[config.mk]
export PLATFORM = sky130hd
export DESIGN_NAME = sram_read_sampler
export DESIGN_NICKNAME = d
export VERILOG_FILES = /design/src/rtl/sram_read_sampler.sv
export SDC_FILE = /design/constraint.sdc
export NUM_CORES = 1
export LEC_CHECK = 0
export ABC_AREA = 1
export CAP_MARGIN = 20
export CORE_MARGIN = 2
export CORE_UTILIZATION = 26
export CTS_CLUSTER_SIZE = 30
export DETAILED_ROUTE_END_ITERATION = 8
export MAX_ROUTING_LAYER = met4
export PLACE_DENSITY = 0.54
export SKIP_CTS_REPAIR_TIMING = 1
export SLEW_MARGIN = 0
export SYNTH_ARGS = -nofsm -noshare
export SYNTH_HDL_FRONTEND = slang
export SYNTH_SLANG_ARGS = --single-unit
export TNS_END_PERCENT = 20
[constraint.sdc]
create_clock -name clk -period 2.7 [get_ports clk]
set_clock_uncertainty 0.05 [all_clocks]
set_input_delay 0.81 -clock clk [delete_from_list [all_inputs] [get_ports clk]]
set_output_delay 0.81 -clock clk [all_outputs]
set_load 0.1 [all_outputs]
[src/rtl/sram_read_sampler.sv]
`default_nettype none
// ============================================================================
// Module      : sram_read_sampler
// Description : Synchronises an asynchronous SRAM bus, qualifies read cycles
//               after a programmable settle time and buffers {addr,data}.
// Revision    : 1.0 - initial release
// ============================================================================
module sram_read_sampler #(
    parameter int ADDR_W      = 16,
    parameter int DATA_W      = 8,
    parameter int CNT_W       = 4,
    parameter int SYNC_STAGES = 2,
    parameter int TOTAL_W     = 16
) (
    input  logic               clk,
    input  logic               rst_n,
    input  logic               ce_n,
    input  logic               oe_n,
    input  logic               we_n,
    input  logic [ADDR_W-1:0]  addr,
    input  logic [DATA_W-1:0]  data,
    input  logic [CNT_W-1:0]   cfg_settle,
    input  logic               ovr_clr,
    output logic               read,
    output logic               short_cyc,
    output logic               sample_valid,
    input  logic               sample_ready,
    output logic [ADDR_W-1:0]  sample_addr,
    output logic [DATA_W-1:0]  sample_data,
    output logic               sample_ovr,
    output logic [TOTAL_W-1:0] read_total
);

    typedef enum logic [1:0] {
        ST_IDLE  = 2'd0,
        ST_COUNT = 2'd1,
        ST_READ  = 2'd2
    } state_t;

    localparam logic [CNT_W-1:0]   c_cnt_zero  = '0;
    localparam logic [CNT_W-1:0]   c_cnt_one   = CNT_W'(1);
    localparam logic [CNT_W:0]     c_inc_one   = (CNT_W + 1)'(1);
    localparam logic [TOTAL_W-1:0] c_total_one = TOTAL_W'(1);

    // Synchroniser chains: index 0 is first stage, top index feeds the logic
    logic [SYNC_STAGES-1:0][2:0]        r_ctrl_sync;
    logic [SYNC_STAGES-1:0][ADDR_W-1:0] r_addr_sync;
    logic [SYNC_STAGES-1:0][DATA_W-1:0] r_data_sync;
    logic [ADDR_W-1:0]                  r_prev_addr;

    state_t             r_state;
    logic [CNT_W-1:0]   r_cnt;
    logic               r_read;
    logic               r_short;
    logic               r_valid;
    logic [ADDR_W-1:0]  r_sample_addr;
    logic [DATA_W-1:0]  r_sample_data;
    logic               r_ovr;
    logic [TOTAL_W-1:0] r_total;

    logic               w_act;
    logic [ADDR_W-1:0]  w_addr_s;
    logic [DATA_W-1:0]  w_data_s;
    logic               w_addr_chg;
    logic [CNT_W-1:0]   w_settle;
    logic [CNT_W:0]     w_cnt_inc;
    logic [CNT_W-1:0]   w_cnt_next;
    logic               w_qualify;
    logic               w_cap;
    logic               w_drop;

    always_ff @(posedge clk) begin
        if (!rst_n) begin
            r_ctrl_sync <= '1;
            r_addr_sync <= '0;
            r_data_sync <= '0;
            r_prev_addr <= '0;
        end else begin
            r_ctrl_sync <= {r_ctrl_sync[SYNC_STAGES-2:0], {ce_n, oe_n, we_n}};
            r_addr_sync <= {r_addr_sync[SYNC_STAGES-2:0], addr};
            r_data_sync <= {r_data_sync[SYNC_STAGES-2:0], data};
            r_prev_addr <= w_addr_s;
        end
    end

    assign w_act      = ~r_ctrl_sync[SYNC_STAGES-1][2] & ~r_ctrl_sync[SYNC_STAGES-1][1]
                      &  r_ctrl_sync[SYNC_STAGES-1][0];
    assign w_addr_s   = r_addr_sync[SYNC_STAGES-1];
    assign w_data_s   = r_data_sync[SYNC_STAGES-1];
    assign w_addr_chg = (w_addr_s != r_prev_addr);

    assign w_settle   = (cfg_settle == c_cnt_zero) ? c_cnt_one : cfg_settle;
    assign w_cnt_inc  = {1'b0, r_cnt} + c_inc_one;
    assign w_cnt_next = (&r_cnt) ? r_cnt : w_cnt_inc[CNT_W-1:0];
    // >= rather than == so a settle value lowered mid-count still qualifies
    assign w_qualify  = (w_cnt_inc >= {1'b0, w_settle});

    assign w_cap  = w_act & (((r_state == ST_IDLE) & (w_settle == c_cnt_one)) |
                             ((r_state == ST_COUNT) & ~w_addr_chg & w_qualify));
    assign w_drop = w_cap & r_valid & ~sample_ready;

    always_ff @(posedge clk) begin
        if (!rst_n) begin
            r_state <= ST_IDLE;
            r_cnt   <= c_cnt_zero;
            r_read  <= 1'b0;
            r_short <= 1'b0;
        end else begin
            r_short <= 1'b0;
            case (r_state)
                ST_IDLE: begin
                    if (w_act) begin
                        r_cnt <= c_cnt_one;
                        if (w_cap) begin
                            r_state <= ST_READ;
                            r_read  <= 1'b1;
                        end else begin
                            r_state <= ST_COUNT;
                        end
                    end
                end
                ST_COUNT: begin
                    if (!w_act) begin
                        r_state <= ST_IDLE;
                        r_cnt   <= c_cnt_zero;
                        r_short <= 1'b1;
                    end else if (w_addr_chg) begin
                        r_cnt <= c_cnt_one;
                    end else begin
                        r_cnt <= w_cnt_next;
                        if (w_cap) begin
                            r_state <= ST_READ;
                            r_read  <= 1'b1;
                        end
                    end
                end
                ST_READ: begin
                    if (!w_act) begin
                        r_state <= ST_IDLE;
                        r_cnt   <= c_cnt_zero;
                        r_read  <= 1'b0;
                    end else if (w_addr_chg) begin
                        // Page-mode access: new address must settle again
                        r_state <= ST_COUNT;
                        r_cnt   <= c_cnt_one;
                        r_read  <= 1'b0;
                    end
                end
                default: begin
                    r_state <= ST_IDLE;
                    r_cnt   <= c_cnt_zero;
                    r_read  <= 1'b0;
                end
            endcase
        end
    end

    always_ff @(posedge clk) begin
        if (!rst_n) begin
            r_valid       <= 1'b0;
            r_sample_addr <= '0;
            r_sample_data <= '0;
            r_ovr         <= 1'b0;
            r_total       <= '0;
        end else begin
            if (w_cap) begin
                r_total <= r_total + c_total_one;
                if (!r_valid || sample_ready) begin
                    r_valid       <= 1'b1;
                    r_sample_addr <= w_addr_s;
                    r_sample_data <= w_data_s;
                end
            end else if (r_valid && sample_ready) begin
                r_valid <= 1'b0;
            end

            if (w_drop) begin
                r_ovr <= 1'b1;
            end else if (ovr_clr) begin
                r_ovr <= 1'b0;
            end
        end
    end

    assign read         = r_read;
    assign short_cyc    = r_short;
    assign sample_valid = r_valid;
    assign sample_addr  = r_sample_addr;
    assign sample_data  = r_sample_data;
    assign sample_ovr   = r_ovr;
    assign read_total   = r_total;

endmodule
`default_nettype wire

### After elaboration in Yosys (flattened, before gate mapping)

Cells that the tools add are included.
Widths: inputs -> output; s select.

| storage, ports and cells | value |
|---|---|
| register bits | 120 |
| input bits | 35 |
| word-level logic and storage cells | 87 |

| operators by class | value |
|---|---|
| add/subtract/negate cells | 2 |
| $lt $le $gt $ge | 1 |
| eq/ne operators | 12 |
| multiplexer cells | 29 |
| bitwise gates (word level) | 13 |
| reductions and logical operators | 14 |

Operators with widths:

| operator | number |
|---|---|
| $mux 4 | 7 |
| $add 16x1->16 const B | 1 |
| $ne 16x16->1 | 1 |
| $mux 2 | 7 |
| $mux 1 | 12 |
| $pmux 4 s3 | 1 |
| $reduce_and 4->1 | 3 |
| $ne 3x3->1 const B | 3 |
| $and 1x1->1 | 8 |
| $ne 2x2->1 const B | 3 |
| $pmux 2 s3 | 1 |
| $reduce_and 2->1 | 3 |
| $add 4x1->5 const B | 1 |
| $ge 5x4->1 | 1 |
| $eq 4x1->1 const B | 1 |
| $logic_not 4->1 | 1 |
| $ne 4x4->1 const B | 1 |
| $not 1->1 | 4 |
| $reduce_bool 2->1 | 2 |
| $pmux 1 s3 | 1 |
| $reduce_and 3->1 | 1 |
| $eq 2x1->1 const B | 1 |
| $eq 2x2->1 const B | 1 |
| $logic_not 2->1 | 1 |
| other kinds (5) | 5 |

### Longest topological paths before layout

| logic depth | value |
|---|---|
| depth in word-level cells | 10 |
| gate-level depth with buffers | 14 |
| depth with buffers taken out | 14 |

### Worst setup path before layout

Ideal clock, no wire load.

| timing | value |
|---|---|
| path type | in2reg |
| start point | in cfg_settle[1] |
| end point | reg r_sample_addr[10] (netlist: sample_addr[10]) |
| arrival | 2.300 ns |
| required time | 2.518 ns |
| slack | 0.217 ns |
| stages | 13 |
| path buffers | 1 |
| cells stage by stage | nor3_1 or2_2 ha_1 nand2_1 nor2_1 nand2_1 nand4_1 nand4_4 nand2_1 nand3_2 buf_2 nand2_1 a21oi_1 |

| between the ends | value |
|---|---|
| word-level cells in the longest chain between the ends | 7 |
| elaborated cells on any way between the ends | 9 |
| classes of those cells | 1 x order compare; 1 x eq/ne; 1 x mux; 4 x bitwise; 2 x reduce/logical |

Ends and longest elaborated chain:

| what | RTL line | source |
|---|---|---|
| start, declared | 22 | `input logic [CNT_W-1:0] cfg_settle,` |
| $logic_not 4->1 | 92 | `assign w_settle = (cfg_settle == c_cnt_zero) ? c_cnt_one : cfg_settle;` |
| $mux 4 * | 92 |  |
| $ge 5x4->1 / $eq 4x1->1 (equally long branches) | 96, 98 |  |
| $and 1x1->1, on equally long branches | 99, 98 |  |
| $or 1x1->1 * | 98 | `assign w_cap = w_act & (((r_state == ST_IDLE) & (w_settle == c_cnt_one)) \|` |
| $and 1x1->1 * | 98 |  |
| $reduce_and 2->1 (no line) * | n/a |  |
| end signal, assigned | 170 | `r_sample_addr <= w_addr_s;` |
| end, declared | 56 | `logic [ADDR_W-1:0] r_sample_addr;` |

Mark *: on every way between the ends. The rest lies on a longest branch, timed or not.
A chain may end at the register's enable or synchronous reset.

### Worst setup path after layout

| timing | value |
|---|---|
| start point | in cfg_settle[0] |
| end point | reg r_sample_addr[8] (netlist: sample_addr[8]) |

Same word-level chain as after synthesis.

==> flow_metrics.env <==
export IMPL_fin_nets=761
export IMPL_fin_util=0.3570
export IMPL_crit_chain="clkdlybuf4s50_1, or2_4, ha_4, nand2_1, nor2_1, nand2_1, nand4_1, nand4_4, a21oi_4, buf_12, clkbuf_16, nand3_1, a21oi_1"
export IMPL_grt_max_degree=53
export IMPL_final_cell_mix="nand2_1, dfxtp_1, inv_1, buf_4, nor2_1"
export IMPL_p_switching_uw=925.8
export IMPL_peakVddDrop_mv=0.4144
export IMPL_syn_to_final_growth_pct=35.37
export IMPL_cts_tree="done"
export IMPL_seqPwrFrac=0.451
export IMPL_drtPass1Iterations=5
export IMPL_antenna_found_initial=0
export IMPL_finalMaxSlewViolations=0
export IMPL_p_comb_frac=0.046
export IMPL_chipHeight_um=138.5
export IMPL_wl_per_cell_um=11.33
export IMPL_fmax_mhz=392.0
export IMPL_clock_latency_ns=0.41
export IMPL_die_width_um=138.5
export IMPL_power_total_mw=4.077
export IMPL_holdCritPathClass="flip-flop to flip-flop"
export IMPL_tightest_slew_ns=0.4052
export IMPL_gp_congestion=0.8043
export IMPL_p_clk_frac=0.503
export IMPL_syn_mean_instance_area_sq_um=7.456
export IMPL_std_cell_rows=49
export IMPL_dp_hpwl_um=6882
export IMPL_layout_drive_gt1_share=0.1501
export IMPL_slew_headroom=0.7274
export IMPL_p_int_mw=3.151
export IMPL_synthCells=631
export IMPL_max_cap_violations=0
export IMPL_postRouteAntennaNets=0
export IMPL_clockRootBuffer="clkbuf_16"
export IMPL_grt_setup_unrepaired="false"
export IMPL_port_buffers=78
export IMPL_clock_sinks=120
export IMPL_slowest_stage="clkdlybuf4s50_1"
export IMPL_yosysWarnings=0
export IMPL_cp_data_arrival_time_ns=2.84
export IMPL_finalSetupViolations=0
export IMPL_initial_core_util=0.2637
export IMPL_synth_net_count=672
export IMPL_netlist_area_sq_um=4705
export IMPL_crit_type="primary input to flip-flop"
export IMPL_switching_share=0.2271
export IMPL_slowest_delay_ns=0.40
export IMPL_post_route_min_period_ns=2.551
export IMPL_synthDistinctLibCells=25
export IMPL_drc_errors=0
export IMPL_leakage_nw=3.042
export IMPL_synth_seq_area_share=0.5106
export IMPL_htree_levels=4
export IMPL_clk_path_buf_depth=2
export IMPL_n_antenna_cell=0
export IMPL_hold_viol=0
export IMPL_grt_usage=0.1164
export IMPL_grt_pass1_vias=3595
export IMPL_cp_common_cell="nand2_1"
export IMPL_cp_max_fo=7
export IMPL_numCtsBuffers=17
export IMPL_grt_overflow_total=0
export IMPL_vias=3858
export IMPL_multi_input_area_sq_um=1789
export IMPL_synth_seq_cells=120
export IMPL_routed_wl_um=10900
export IMPL_powerDensity_nw_per_um2=640.2
export IMPL_core_sq_um=17840
export IMPL_status="finished, final reports clean"
export IMPL_cp_required_ns=2.99
export IMPL_viasPerCell=4.010
export IMPL_grt_pass1_wl_um=17310
export IMPL_ios=79
export IMPL_mostFrequentLayoutCell="nand2_1"
export IMPL_register_area_sq_um=2402
export IMPL_detailedRoute_firstIterationViolations=266
export IMPL_die_area_sq_um=19190
export IMPL_worst_setup_path_end_kind="flip-flop"
export IMPL_fin_crit_sh=0.9448
export IMPL_worstSetupStartpointType="primary input"
export IMPL_cts_clk_slew_worst_paths_ns=0.05
export IMPL_fillCellCount=1849
-- final timing paths --
path / startpoint / to / slack [ns] / cells past startpoint
min reg2reg: r_data_sync[6]$_SDFF_PN0_ / w_data_s[6]$_SDFF_PN0_ / 0.36 / 2
max reg2reg: r_cnt[0]$_SDFFE_PN0P_ / sample_addr[8]$_SDFFE_PN0P_ / 0.26 / 13
min: r_data_sync[6]$_SDFF_PN0_ / w_data_s[6]$_SDFF_PN0_ / 0.36 / 2
max: cfg_settle[0] / sample_addr[8]$_SDFFE_PN0P_ / 0.15 / 13
-- power groups by stage --
stage               Clock, mW  Sequential (mW)  Combinational [mW]
detailed placement          0             1.88               0.190
global route             2.21             1.84               0.216
floorplan                   0             1.87               0.107
finish                   2.05             1.84               0.188
CTS                      2.11             1.84               0.191
global placement            0             1.88               0.189
-- critical path, delay by kind of cell --
family / cells / cell delay [ns]
AND/OR/NAND/NOR: 7 / 0.74
buffers and inverters: 3 / 0.72
AO/OA/AOI/OAI: 2 / 0.32
adder cells (fa/ha/maj): 1 / 0.25
-- kinds of logic after synthesis --
logic type / count (synthesis) / share of synthesized area
buf+inv: 138 / 0.1184
xor+xnor: 16 / 0.02979
flops: 120 / 0.5106
fa+ha+maj: 6 / 0.01596
compound gates: 52 / 0.05771
simple gates: 299 / 0.2676
-- metrics by stage --
stage | std cells | hold slack [ns] | setup TNS, ns | cell area [sq um] | worst slack (ns)
2_1_floorplan | 631 | 0.3405 | 0 | 4705 | 0.2173
3_3_place_gp | 925 | 0.3448 | -15.34 | 5665 | -0.3739
3_5_place_dp | 925 | 0.3454 | -17.65 | 5665 | -0.4321
4_1_cts | 957 | 0.3561 | 0 | 6211 | 0.01341
5_1_grt | 962 | 0.3844 | 0 | 6369 | 0.0006986
6_report | 962 | 0.3557 | 0 | 6369 | 0.1490
-- area by class of cell --
| type | count | share of cell area |
|---|---|---|
| flip-flops and latches | 120 | 0.3772 |
| multi-input cells | 373 | 0.2809 |
| repair buffers | 92 | 0.1428 |
| clock buffers | 22 | 0.07446 |
| inverters | 116 | 0.06837 |
| well taps | 229 | 0.04499 |
| clock inverters | 10 | 0.01120 |
-- routing by layer --
layer  vias to the layer above  global-route usage  part of all wire
met5                         -                   -                 0
li1                       2085                   -                 -
met2                        83              0.1774              0.46
met1                      1674              0.1401              0.47
met4                         0             0.05478             0.016
met3                        16             0.03706             0.053
-- Yosys cell counts --
cell / count / area, sq um
nor3_1: 13 / 65.06
nand2_2: 1 / 6.260
clkinv_1: 1 / 3.750
a21oi_1: 45 / 225.2
nand3_2: 1 / 10.01
inv_1: 115 / 431.7
nand2_1: 186 / 698.2
buf_2: 4 / 20.02
nand4_4: 1 / 21.27
a21oi_4: 1 / 16.27
nand3_1: 36 / 180.2
buf_6: 4 / 45.04
buf_4: 1 / 7.510
nor2_1: 46 / 172.7
clkbuf_1: 13 / 48.80
or2_2: 7 / 43.79
o21ai_0: 6 / 30.03
ha_1: 6 / 75.07
dfxtp_1: 120 / 2402
nor4_1: 1 / 6.260
nor2_4: 2 / 22.52
xor2_1: 10 / 87.58
xnor2_1: 6 / 52.55
nand4_1: 4 / 25.02
nor3b_1: 1 / 7.510
-- registers in the layout (all words and copies together), names as in the netlist, 2 cells and up --
signal,count
read_total,16
r_data_sync,8
r_cnt,4
sample_addr,16
r_addr_sync,16
r_ctrl_sync,6
r_state,2
r_prev_addr,16
sample_data,8
w_addr_s,16
w_data_s,8
Power figures use the tool's default switching activity.
